===== config.mk =====
export PLATFORM = sky130hd
export DESIGN_NAME = regfile_scan
export DESIGN_NICKNAME = d
export VERILOG_FILES = /design/src/rtl/regfile_scan.sv
export SDC_FILE = /design/constraint.sdc
export NUM_CORES = 1
export LEC_CHECK = 0
export BUFFER_PORTS_ARGS = -buffer_cell sky130_fd_sc_hd__buf_2
export CAP_MARGIN = 20
export CELL_PAD_IN_SITES_DETAIL_PLACEMENT = 1
export CELL_PAD_IN_SITES_GLOBAL_PLACEMENT = 2
export CORE_UTILIZATION = 29
export DETAILED_ROUTE_END_ITERATION = 8
export GPL_ROUTABILITY_DRIVEN = 1
export PLACE_DENSITY = 0.85
export SYNTH_ARGS = -nofsm -noshare
export SYNTH_HDL_FRONTEND = slang
export SYNTH_SLANG_ARGS = --single-unit

===== constraint.sdc =====
create_clock -name clk -period 2.4 [get_ports clk]
set_input_delay 0.12 -clock clk [delete_from_list [all_inputs] [get_ports clk]]
set_output_delay 0.12 -clock clk [all_outputs]
set_load 0.02 [all_outputs]

===== src/rtl/regfile_scan.sv =====
// regfile_scan
// Walks a contiguous, wrap-around range of register-file indices on one read
// port. Each register is captured and streamed out as an (index, data) pair
// over a valid/ready handshake.
//
// Ports:
//   clk          rising-edge clock
//   rst          asynchronous active-low reset
//   start        begin a scan (sampled only while idle)
//   abort        cancel the scan in progress (highest priority)
//   first_reg    first index of the range, sampled with start
//   last_reg     last index of the range (inclusive), sampled with start
//   rf_src_reg   read address to the register-file port (always = ptr)
//   rf_src_data  combinational read data from that port
//   out_valid    out_reg/out_data pair is valid
//   out_ready    consumer accepts the pair
//   out_reg      index of the presented register
//   out_data     value of the presented register
//   busy         high whenever not idle
//   done         one-cycle pulse after the final pair transfers
module regfile_scan #(
  parameter int ADDR_W = 4,
  parameter int DATA_W = 16
) (
  input  logic              clk,
  input  logic              rst,
  input  logic              start,
  input  logic              abort,
  input  logic [ADDR_W-1:0] first_reg,
  input  logic [ADDR_W-1:0] last_reg,
  output logic [ADDR_W-1:0] rf_src_reg,
  input  logic [DATA_W-1:0] rf_src_data,
  output logic              out_valid,
  input  logic              out_ready,
  output logic [ADDR_W-1:0] out_reg,
  output logic [DATA_W-1:0] out_data,
  output logic              busy,
  output logic              done
);

  // One extra bit so a full-file scan count (2**ADDR_W) fits.
  localparam int REM_W = ADDR_W + 1;

  typedef enum logic [1:0] {
    ST_IDLE = 2'd0,
    ST_LOAD = 2'd1,
    ST_SEND = 2'd2,
    ST_DONE = 2'd3
  } state_t;

  state_t              state_r;
  state_t              state_nx_s;
  logic [ADDR_W-1:0]   ptr_r;
  logic [ADDR_W-1:0]   ptr_nx_s;
  logic [REM_W-1:0]    remaining_r;
  logic [REM_W-1:0]    remaining_nx_s;
  logic                out_valid_r;
  logic                out_valid_nx_s;
  logic [ADDR_W-1:0]   out_reg_r;
  logic [ADDR_W-1:0]   out_reg_nx_s;
  logic [DATA_W-1:0]   out_data_r;
  logic [DATA_W-1:0]   out_data_nx_s;
  logic                capture_s;
  logic [ADDR_W-1:0]   span_s;

  // Range length minus one; natural modulo-2**ADDR_W wrap handles last < first.
  assign span_s = last_reg - first_reg;

  // Next-state and datapath update logic.
  always_comb begin
    state_nx_s     = state_r;
    ptr_nx_s       = ptr_r;
    remaining_nx_s = remaining_r;
    out_valid_nx_s = out_valid_r;
    out_reg_nx_s   = out_reg_r;
    out_data_nx_s  = out_data_r;
    capture_s      = 1'b0;

    case (state_r)
      ST_IDLE: begin
        if (start) begin
          ptr_nx_s       = first_reg;
          remaining_nx_s = {1'b0, span_s} + {{(REM_W-1){1'b0}}, 1'b1};
          state_nx_s     = ST_LOAD;
        end else begin
          state_nx_s = ST_IDLE;
        end
      end

      ST_LOAD: begin
        if (abort) begin
          state_nx_s     = ST_IDLE;
          out_valid_nx_s = 1'b0;
        end else begin
          capture_s      = 1'b1;
          out_valid_nx_s = 1'b1;
          state_nx_s     = ST_SEND;
        end
      end

      ST_SEND: begin
        if (abort) begin
          // Abort suppresses the transfer that would otherwise happen here.
          state_nx_s     = ST_IDLE;
          out_valid_nx_s = 1'b0;
        end else if (out_ready) begin
          if (remaining_r != {REM_W{1'b0}}) begin
            // Back-to-back: fetch the next register on the transfer edge.
            capture_s  = 1'b1;
            state_nx_s = ST_SEND;
          end else begin
            out_valid_nx_s = 1'b0;
            state_nx_s     = ST_DONE;
          end
        end else begin
          // Stalled: hold the presented pair and the read pointer.
          state_nx_s = ST_SEND;
        end
      end

      ST_DONE: begin
        state_nx_s     = ST_IDLE;
        out_valid_nx_s = 1'b0;
      end

      default: begin
        state_nx_s     = ST_IDLE;
        out_valid_nx_s = 1'b0;
      end
    endcase

    if (capture_s) begin
      out_data_nx_s  = rf_src_data;
      out_reg_nx_s   = ptr_r;
      ptr_nx_s       = ptr_r + {{(ADDR_W-1){1'b0}}, 1'b1};
      remaining_nx_s = remaining_r - {{(REM_W-1){1'b0}}, 1'b1};
    end else begin
      out_data_nx_s = out_data_nx_s;
    end
  end

  // State and datapath registers with asynchronous active-low reset.
  always_ff @(posedge clk or negedge rst) begin
    if (!rst) begin
      state_r     <= ST_IDLE;
      ptr_r       <= {ADDR_W{1'b0}};
      remaining_r <= {REM_W{1'b0}};
      out_valid_r <= 1'b0;
      out_reg_r   <= {ADDR_W{1'b0}};
      out_data_r  <= {DATA_W{1'b0}};
    end else begin
      state_r     <= state_nx_s;
      ptr_r       <= ptr_nx_s;
      remaining_r <= remaining_nx_s;
      out_valid_r <= out_valid_nx_s;
      out_reg_r   <= out_reg_nx_s;
      out_data_r  <= out_data_nx_s;
    end
  end

  assign rf_src_reg = ptr_r;
  assign out_valid  = out_valid_r;
  assign out_reg    = out_reg_r;
  assign out_data   = out_data_r;
  assign busy       = (state_r != ST_IDLE);
  assign done       = (state_r == ST_DONE);

endmodule


==> results of run 1 <==
-- repair_timing --
item                                   CTS  global route
hold buffers                             1             0
setup buffers                            0             0
setup endpoints to repair                0             0
endpoints found under the hold margin   32             0
-- area by class of cell --
class,count,area (µm²),area share [%]
sequential,32,801,37.0
inverter,12,45.0,2.08
tap,72,90.1,4.16
multi-input combinational,133,800,36.9
clock inverter,2,35.0,1.62
timing repair buffer,61,323,14.9
clock buffer,6,72.6,3.35
-- worst min-delay path, cell delays in order --
cell and delay (ns):
buf_2 0.07, nand2_1 0.04, nand2_1 0.04
-- synth_stat cells (2+ instances only) --
cell / n
nor3_1: 2
nor2_1: 4
and3_1: 2
xor2_1: 2
buf_6: 4
nand2b_1: 2
ha_1: 11
a21oi_1: 5
o21ai_0: 8
a211oi_1: 2
nand3_1: 4
xnor2_1: 3
o211ai_1: 2
nand2_1: 67
dfrtp_1: 32
o21a_1: 2
inv_1: 12
a31oi_1: 2
-- placed cells by master (no fill, tap or decap), types with 2 or more instances in the layout --
| cell type | count |
|---|---|
| a21oi_1 | 5 |
| nor3_1 | 2 |
| o21a_1 | 2 |
| o211ai_1 | 2 |
| inv_1 | 12 |
| clkbuf_8 | 5 |
| a31oi_1 | 2 |
| dfrtp_1 | 32 |
| nor2_1 | 4 |
| a211oi_1 | 2 |
| nand3_1 | 4 |
| xnor2_1 | 3 |
| nand2b_1 | 2 |
| o21ai_0 | 8 |
| xor2_1 | 2 |
| and3_1 | 2 |
| ha_1 | 11 |
| buf_4 | 5 |
| buf_2 | 55 |
| nand2_1 | 67 |
-- where the power goes --
part	switching [µW]	total [µW]	internal, µW
Clock	200	508	308
Combinational	484	771	287
Sequential	129	854	725
Total	814	2130	1320
-- how the worst min path moves through the flow --
stage,startpoint,to,slack [ns],cells after the start
after floorplan,rst,out_data[0],-0.18,0
after global placement,rst,out_data[9],0.23,1
after detailed placement,rst,out_data[9],0.23,1
after CTS,rf_src_data[14],out_data[14],0.01,3
after global routing,rf_src_data[15],out_data[15],0.02,3
final,rf_src_data[14],out_data[14],0.02,3
-- layer usage --
layer / vias up / GRT usage (%) / wire length [µm]
li1: 722 / - / -
met1: 707 / 16.1 / 1840
met2: 48 / 26.3 / 2010
met3: 6 / 3.68 / 250
met4: 0 / 6.11 / 69
met5: - / 0 / 0
-- metrics by stage --
step | setup slack, ns | total power [µW] | instance area [µm²]
6_report | 0.523 | 2130 | 2170
5_1_grt | 0.356 | 2280 | 2170
4_1_cts | 0.475 | 2180 | 2170
3_5_place_dp | 0.467 | 1650 | 2050
3_3_place_gp | 0.552 | 1620 | 2050
2_1_floorplan | 0.739 | 1350 | 1710
-- kinds of logic after synthesis --
group                    Yosys count  share of synthesized area (%)
AND/OR/NAND/NOR                   86                           22.6
flip-flops                        32                           46.9
AO/OA/AOI/OAI                     29                           11.9
buffers and inverters             19                           6.30
adder cells (fa/ha/maj)           12                           9.23
XOR/XNOR                           5                           2.56
multiplexers                       1                          0.586
==> metrics, run 1 <==
status=finished clean; Main synth FF type=dfrtp_1; reg-to-reg slack, setup=0.52 ns; drt drc=0; P_leak=0.00115 µW; drt first-iter violations=65; detailed-route via count=1,483; Slew Limit Fails=0; number of flip-flops in the largest register=16; gpl congestion=0.742; CTS sink cnt=32; layout cells sized above 1=29.7%; Post-synth EDFFs=0; worst relative slew slack=51.9%; root buffer cell=clkbuf_8; total grt overflow=0; post-route insts no fill=318; async set-or-reset flop fraction in the synthesized netlist=100%; CP endpoint=remaining_r[2]; Final setup viols=0; Max Cap Viol=0; All-Layer GR Usage=14.6%; Post-CTS Resized=0; WL/cell=13.1 µm; Syn Nets=225; CTS clk-pin slew, worst paths=0.07 ns; Crit. path cell count=7; RSZ-0062 raised after global routing=no; Final Hold Fails=0; vias in the first global route=1,546; post-synthesis register bit count=32; crit-path max FO=6; Final ANT Viol Nets=0; dpl hpwl=3230 µm; Cell Area, Synth=1710 µm²; Reg2Reg Depth=7; setup TNS=0 ns; pwr/cell area=985 nW/µm²; vias per inst=4.66; drt pass-1 iters=4; max incr delay on CP=0.47 ns; # nets final=286; largest area contributor in the netlist=dfrtp_1; VDD IR max=352 µV; Seq/Total Area, Yosys=46.9%; Critical Path AT=2.04 ns; Starting Density=30.5%; H-Tree Depth=2; post-synthesis cell count=184; Fmax=0.533 GHz; final core utilization=38.6%; Layout area overhead=26.8%; fillers=693; Ys Warns=0; Worst Path Required=2.56 ns; WL final=4170 µm; Top Family by Delay on Critical Path=compound AO/OA/AOI/OAI gates; worst min-delay path category=in -> reg; Clock Latency Late Sink=0.28 ns; Inserted Clock Buffers=5; I/O pin total=56; clock buffer depth=2; Die Height=78.7 µm; syn_area_per_cell=9.28 µm²; Netlist cell types=36; dpl cells=309; post-synth top area share=46.9%; Clock Skews=0.00287 ns; worst slew pin tran=0.722 ns; first-pass GRT wire length=6870 µm; CP startpoint kind=flop; CP bufs+invs=1; IO buf count=55; worst hold slack=0.0215 ns; origin of the worst setup path=state_r[0]; die area=6200 µm²; Setup crit end kind=flop; Crit Path Category=reg -> reg; post-layout min period=1.88 ns; Slowest cell on crit path=o211ai_1; R2R Path End=remaining_r[2]; die width=78.7 µm; FP Rows=27; FF-to-FF Start=state_r[0]; antenna violations before repair=0; largest cells by area after synthesis=dfrtp_1, nand2_1, ha_1, buf_6, inv_1; largest net degree at the start of global routing=33; Ant. Diodes=0; CTS tree=done; Core Region=5610 µm²; Cell Chain, Critical Path=inv_1 -> ha_1 -> nand4b_1 -> o211ai_1 -> o21ai_0 -> nand2_1 -> o221ai_2; crit share post-route=78.2%
(Power assumes the default switching activity.)
==> run 2: changes to the inputs <==
- ABC_AREA: default -> 1
- CORE_UTILIZATION: 29 -> 28
- PLACE_DENSITY: 0.85 -> 0.86
- clock period: 2.4 -> 1.8 ns (I/O delays scaled with it)
==> run 2 against run 1 <==
Compared with the run above: global-route usage rose by 0.98 points; clock power rose by 37%; power rose by 35%; first-iteration DRC count fell by 46%; largest power group unchanged; critical path depth rose by 5; worst setup slack got worse by 0.36 ns; combinational power rose by 40%; fmax rose by 14%; critical endpoint is now rf_src_reg[2].
==> metrics, run 2 <==
status=finished clean (unchanged); switching pwr=1110 µW (was 814 µW); dpl hpwl=3270 µm (was 3230 µm); dpl cells=347 (was 309); WL/cell=12.2 µm (was 13.1 µm); setup TNS=0 ns (unchanged); die area=6540 µm² (was 6200 µm²); drt first-iter violations=35 (was 65); CTS tree=done (unchanged); die width=80.9 µm (was 78.7 µm); number of flip-flops in the largest register=16 (unchanged); Placement Cell Area=2120 µm² (was 2050 µm²); Setup crit end kind=flop (unchanged); IO buf count=55 (unchanged); Post-synth EDFFs=0 (unchanged); largest area contributor in the netlist=dfrtp_1 (unchanged); final core utilization=40.3% (was 38.6%); Clock Skews=0.00603 ns (was 0.00287 ns); post-synthesis register bit count=32 (unchanged); Ys Warns=0 (unchanged); Critical Path AT=1.81 ns (was 2.04 ns); Seq/Total Area, Yosys=46.0% (was 46.9%); antenna violations before repair=0 (unchanged); crit share post-route=91.2% (was 78.2%); H-Tree Depth=2 (unchanged); syn_area_per_cell=8.03 µm² (was 9.28 µm²); Max Cap Viol=0 (unchanged); met2 wire len=2250 µm (was 2010 µm); # nets final=335 (was 286); RSZ-0062 raised after global routing=no (unchanged); Seq pwr share=38.4% (was 40.0%); Min-Delay Startpoint=rf_src_data[12] (was rf_src_data[14]); worst min-delay path category=in -> reg (unchanged); VDD IR max=567 µV (was 352 µV); Syn Nets=258 (was 225); async set-or-reset flop fraction in the synthesized netlist=100% (unchanged); wire length on met3=178 µm (was 250 µm); gpl congestion=0.724 (was 0.742); WL final=4500 µm (was 4170 µm); worst hold slack=0.0138 ns (was 0.0215 ns); most common cell in the netlist=nand2_1 (unchanged); FF-to-FF Start=remaining_r[1] (was state_r[0]); post-synthesis cell count=217 (was 184); Final ANT Viol Nets=0 (unchanged); Net Sw Frac=38.4% (was 38.1%); vias per inst=4.41 (was 4.66); Netlist cell types=22 (was 36); post-route insts no fill=370 (was 318); Fmax=0.609 GHz (was 0.533 GHz); Inserted Clock Buffers=5 (unchanged); Ant. Diodes=0 (unchanged); Comb pwr share=37.5% (was 36.2%); origin of the worst setup path=remaining_r[1] (was state_r[0]); largest cells by area after synthesis=dfrtp_1, nand2_1, ha_1, inv_1, nand3_1 (was dfrtp_1, nand2_1, ha_1, buf_6, inv_1); detailed-route via count=1,632 (was 1,483); total grt overflow=0 (unchanged); Layout area overhead=37.7% (was 26.8%); Clock Latency Late Sink=0.29 ns (was 0.28 ns); commonest cells in the netlist=nand2_1, dfrtp_1, inv_1 (unchanged); Main synth FF type=dfrtp_1 (unchanged); Core Region=5960 µm² (was 5610 µm²); Top Metal Used=met4 (unchanged); first-pass GRT wire length=7760 µm (was 6870 µm); worst slew pin tran=0.743 ns (was 0.722 ns); drt drc=0 (unchanged); post-layout min period=1.64 ns (was 1.88 ns); Clock Power Share=24.1% (was 23.8%); P_leak=0.00134 µW (was 0.00115 µW); Internal=1780 µW (was 1320 µW); drt pass-1 iters=3 (was 4); vias in the first global route=1,726 (was 1,546); Worst Path Required=1.97 ns (was 2.56 ns); Crit Path Category=reg -> reg (unchanged); Die Height=80.9 µm (was 78.7 µm); worst relative slew slack=50.5% (was 51.9%); Cell Area, Synth=1740 µm² (was 1710 µm²); crit-path max FO=21 (was 6); commonest non-fill, non-tap cell in the layout=nand2_1 (unchanged); Slew Limit Fails=0 (unchanged); CTS clk-pin slew, worst paths=0.07 ns (about the same); CP startpoint kind=flop (unchanged); root buffer cell=clkbuf_8 (unchanged); post-route cell area=2400 µm² (was 2170 µm²); layout cells sized above 1=27.1% (was 29.7%); All-Layer GR Usage=15.5% (was 14.6%); post-synth top area share=46.0% (was 46.9%); clock buffer depth=2 (unchanged); CTS sink cnt=32 (unchanged); largest net degree at the start of global routing=33 (unchanged); pwr/cell area=1200 nW/µm² (was 985 nW/µm²); Met1 Routed Length=2030 µm (was 1840 µm); Final setup viols=0 (unchanged); I/O pin total=56 (unchanged); Final Hold Fails=0 (unchanged); Starting Density=29.2% (was 30.5%); FP Rows=28 (was 27); most frequent cells in the layout=nand2_1, buf_2, dfrtp_1 (unchanged)
[run 2: changes by cell type after synthesis, sizes merged, moves of 3 or more]
cell   previous run  this run
inv              12        27
nand2            67        87
nand3             5        13
nor2              4        13
o21a              3         0
o21ai            10        14
[run 2: through the flow]
stage	setup WS, ns	power (µW)
2_1_floorplan	0.303	1790
3_3_place_gp	0.121	2160
3_5_place_dp	0.0421	2190
4_1_cts	0.0313	2930
5_1_grt	0.00517	3110
6_report	0.159	2880
[run 2: per-layer routing]
metal / up-vias / track usage [%]
li1: 825 / -
met1: 763 / 19.0
met2: 39 / 27.1
met3: 5 / 4.04
met4: 0 / 3.75
met5: - / 0
[run 2: power by group through the flow]
stage / clock network (µW) / registers, µW / logic (µW)
after global routing: 757 / 1140 / 1220
after detailed placement: 0 / 1120 / 1060
final: 694 / 1110 / 1080
after CTS: 726 / 1110 / 1090
after floorplan: 0 / 1360 / 425
after global placement: 0 / 1120 / 1040
[run 2: cells by family after synthesis]
kind of cell,share of synthesized area [%]
adder cells (fa/ha/maj),9.05
buffers and inverters,8.76
AND/OR/NAND/NOR,27.0
AO/OA/AOI/OAI,7.18
flip-flops,46.0
XOR/XNOR,2.01
[run 2: final timing paths]
path / depth (start not counted) / slack (ns) / to
hold / removal: 3 / 0.01 / out_data[12]
max in group asynchronous: 2 / 0.92 / out_data[7]
min in group asynchronous: 2 / 0.40 / rf_src_reg[2]
setup / recovery: 12 / 0.16 / rf_src_reg[2]
setup reg to reg: 12 / 0.16 / rf_src_reg[2]
hold reg to reg: 2 / 0.48 / out_data[2]
[run 2: final cells by class]
cell class / count / area [µm²]
fillers: 757 / 3560
multi-input cells: 152 / 796
repair buffers: 76 / 495
well taps: 75 / 93.8
clock inverters: 3 / 42.5
clock buffers: 5 / 68.8
inverters: 27 / 101
flip-flops and latches: 32 / 801
[run 2: worst max-delay path: stages (launching register included)]
cell     delay (ns)
dfrtp_1        0.40
inv_1          0.09
ha_1           0.14
inv_1          0.03
nor2_1         0.11
nand2_2        0.08
nand2_2        0.07
nand2_2        0.06
nand2_4        0.11
buf_12         0.16
o21ai_0        0.09
o21ai_0        0.07
o21ai_0        0.10
[run 2: repair_timing]
item                       CTS  global route
hold buffers                15             0
setup endpoints to repair    0             7
resized for setup            0             6
buffers inserted             0             0
hold endpoints to repair    46             0
==> run 3: changes to the inputs <==
- BUFFER_PORTS_ARGS: -buffer_cell sky130_fd_sc_hd__buf_2 -> -buffer_cell sky130_fd_sc_hd__buf_4
==> run 3 against run 2 <==
Compared with the run above: routed wire length increased by 3.1%; register-to-register slack about the same; combinational power increased by 13%; first-iteration DRC count increased by 66%; critical path depth decreased by 2; power increased by 5.5%; fmax increased by 0.31%; cell count decreased by 1.6%; sequential cell count unchanged; non-clock buffer count decreased by 6; clock-buffer cell count unchanged; critical path type unchanged; highest routed layer unchanged.
==> metrics, run 3 (same netlist as run 2, synthesis figures left out) <==
# nets final=329 (was 335); drt first-iter violations=58 (was 35); Die Height=80.9 µm (unchanged); Slowest cell on crit path=dfrtp_1 (unchanged); clock buffer depth=2 (unchanged); CTS sink cnt=32 (unchanged); CP endpoint=rf_src_reg[2] (unchanged); Setup crit end kind=flop (unchanged); commonest non-fill, non-tap cell in the layout=nand2_1 (unchanged); number of flip-flops in the largest register=16 (unchanged); worst min-delay path category=in -> reg (unchanged); Cell Chain, Critical Path=inv_1 -> ha_1 -> nand2_2 -> nor2_4 -> nand2_2 -> nand2_2 -> nand2_4 -> buf_12 -> o21ai_0 -> o21ai_0 (was inv_1 -> ha_1 -> inv_1 -> nor2_1 -> nand2_2 -> nand2_2 -> nand2_2 -> nand2_4 -> buf_12 -> o21ai_0 -> o21ai_0 -> o21ai_0); crit share post-route=90.9% (was 91.2%); H-Tree Depth=2 (unchanged); Clock Latency Late Sink=0.28 ns (was 0.29 ns); IO buf count=55 (unchanged); die area=6540 µm² (unchanged); CP startpoint kind=flop (unchanged); R2R Path End=rf_src_reg[2] (unchanged); largest net degree at the start of global routing=33 (unchanged); die width=80.9 µm (unchanged); Critical Path AT=1.80 ns (was 1.81 ns); Layout area overhead=42.5% (was 37.7%); Crit. path cell count=10 (was 12); Worst Path Required=1.96 ns (was 1.97 ns); vias in the first global route=1,694 (was 1,726); Final setup viols=0 (unchanged); Fmax=0.611 GHz (was 0.609 GHz); Final Hold Fails=0 (unchanged); Starting Density=29.2% (unchanged); most used cell, CP=nand2_2; RSZ-0062 raised after global routing=no (unchanged); post-layout min period=1.64 ns (about the same); Crit Path Category=reg -> reg (unchanged); most frequent cells in the layout=nand2_1, buf_4, dfrtp_1 (was nand2_1, buf_2, dfrtp_1); worst hold slack=0.00305 ns (was 0.0138 ns); worst relative slew slack=71.1% (was 50.5%); setup TNS=0 ns (unchanged); All-Layer GR Usage=15.5% (about the same); I/O pin total=56 (unchanged); max incr delay on CP=0.40 ns (about the same); antenna violations before repair=0 (unchanged); drt pass-1 iters=4 (was 3); first-pass GRT wire length=7710 µm (was 7760 µm); Reg2Reg Depth=10 (was 12); detailed-route via count=1,648 (was 1,632); Final ANT Viol Nets=0 (unchanged); total grt overflow=0 (unchanged); WL/cell=12.8 µm (was 12.2 µm); worst slew pin tran=0.433 ns (was 0.743 ns); CTS clk-pin slew, worst paths=0.07 ns (about the same); Inserted Clock Buffers=5 (unchanged); layout cells sized above 1=29.4% (was 27.1%); WL final=4640 µm (was 4500 µm); Core Region=5960 µm² (unchanged); pwr/cell area=1230 nW/µm² (was 1200 nW/µm²); VDD IR max=633 µV (was 567 µV); status=finished clean (unchanged); P_leak=0.00136 µW (was 0.00134 µW); FP Rows=28 (unchanged); origin of the worst setup path=state_r[0] (was remaining_r[1]); Clock Skews=0.00560 ns (was 0.00603 ns); Max Cap Viol=0 (unchanged); dpl hpwl=3380 µm (was 3270 µm); gpl congestion=0.769 (was 0.724); Top Family by Delay on Critical Path=simple AND/OR/NAND/NOR gates (unchanged); crit-path max FO=12 (was 21); vias per inst=4.53 (was 4.41); Slew Limit Fails=0 (unchanged); Ant. Diodes=0 (unchanged); root buffer cell=clkbuf_8 (unchanged); drt drc=0 (unchanged); fillers=747 (was 757); FF-to-FF Start=state_r[0] (was remaining_r[1]); reg-to-reg slack, setup=0.16 ns (about the same); CTS tree=done (unchanged); CP bufs+invs=2 (was 3)
==> run 3: cell count changes in the layout (fill, tap and decap cells not counted), sizes merged <==
cell / change
dlygate4sd3: -8
buf: +1
clkbuf: +1
==> run 3: per-layer routing <==
layer  track usage (%)  vias up  part of all wire, %
met5                 0        -                    0
met4              3.75        0                 0.62
met3              3.48        5                  4.8
met2              27.1       39                   49
met1              19.2      793                   46
li1                  -      811                    -
==> run 3: worst min path at each step <==
stage	slack (ns)	start	depth (start not counted)	endpoint
after floorplan	-0.21	rst	0	out_data[0]
after global placement	0.07	rst	1	remaining_r[3]
after detailed placement	0.07	rst	1	state_r[0]
after CTS	0.003	rf_src_data[5]	3	out_data[5]
after global routing	0.003	rf_src_data[13]	3	out_data[13]
final	0.003	rf_src_data[5]	3	out_data[5]
==> run 3: area by class of cell <==
class / instances / area, µm² / share of cell area (%)
clock buffer: 5 / 68.8 / 2.77
clock inverter: 3 / 42.5 / 1.71
inverter: 27 / 104 / 4.19
multi-input combinational: 152 / 798 / 32.2
sequential: 32 / 801 / 32.3
tap: 75 / 93.8 / 3.78
timing repair buffer: 70 / 573 / 23.1
==> run 3: stage by stage <==
step / setup WS, ns / cells / total power, µW / util, % / instance area, µm²
CTS: 0.0689 / 362 / 3060 / 40.9 / 2440
detailed placement: 0.102 / 347 / 2330 / 37.9 / 2250
global placement: 0.137 / 347 / 2310 / 37.9 / 2250
floorplan: 0.303 / 217 / 1790 / - / 1740
global route: 0.00870 / 364 / 3260 / 41.7 / 2480
finish: 0.164 / 364 / 3040 / 41.7 / 2480
==> run 3: power breakdown <==
group	switching [µW]	total [µW]	internal (µW)
combinational	681	1220	541
clock	285	695	410
sequential	167	1130	958
==> run 3: worst register-to-register path, cell delays in order (launching register included) <==
cell and delay (ns):
dfrtp_1 0.40, inv_1 0.09, ha_1 0.19, nand2_2 0.09
nor2_4 0.10, nand2_2 0.05, nand2_2 0.08, nand2_4 0.11
buf_12 0.16, o21ai_0 0.15, o21ai_0 0.10
==> run 3: timing repair <==
action	CTS	global route
endpoints found under the setup margin	0	25
hold buffers	7	0
resized for setup	0	7
setup buffers	0	1
endpoints found under the hold margin	38	0
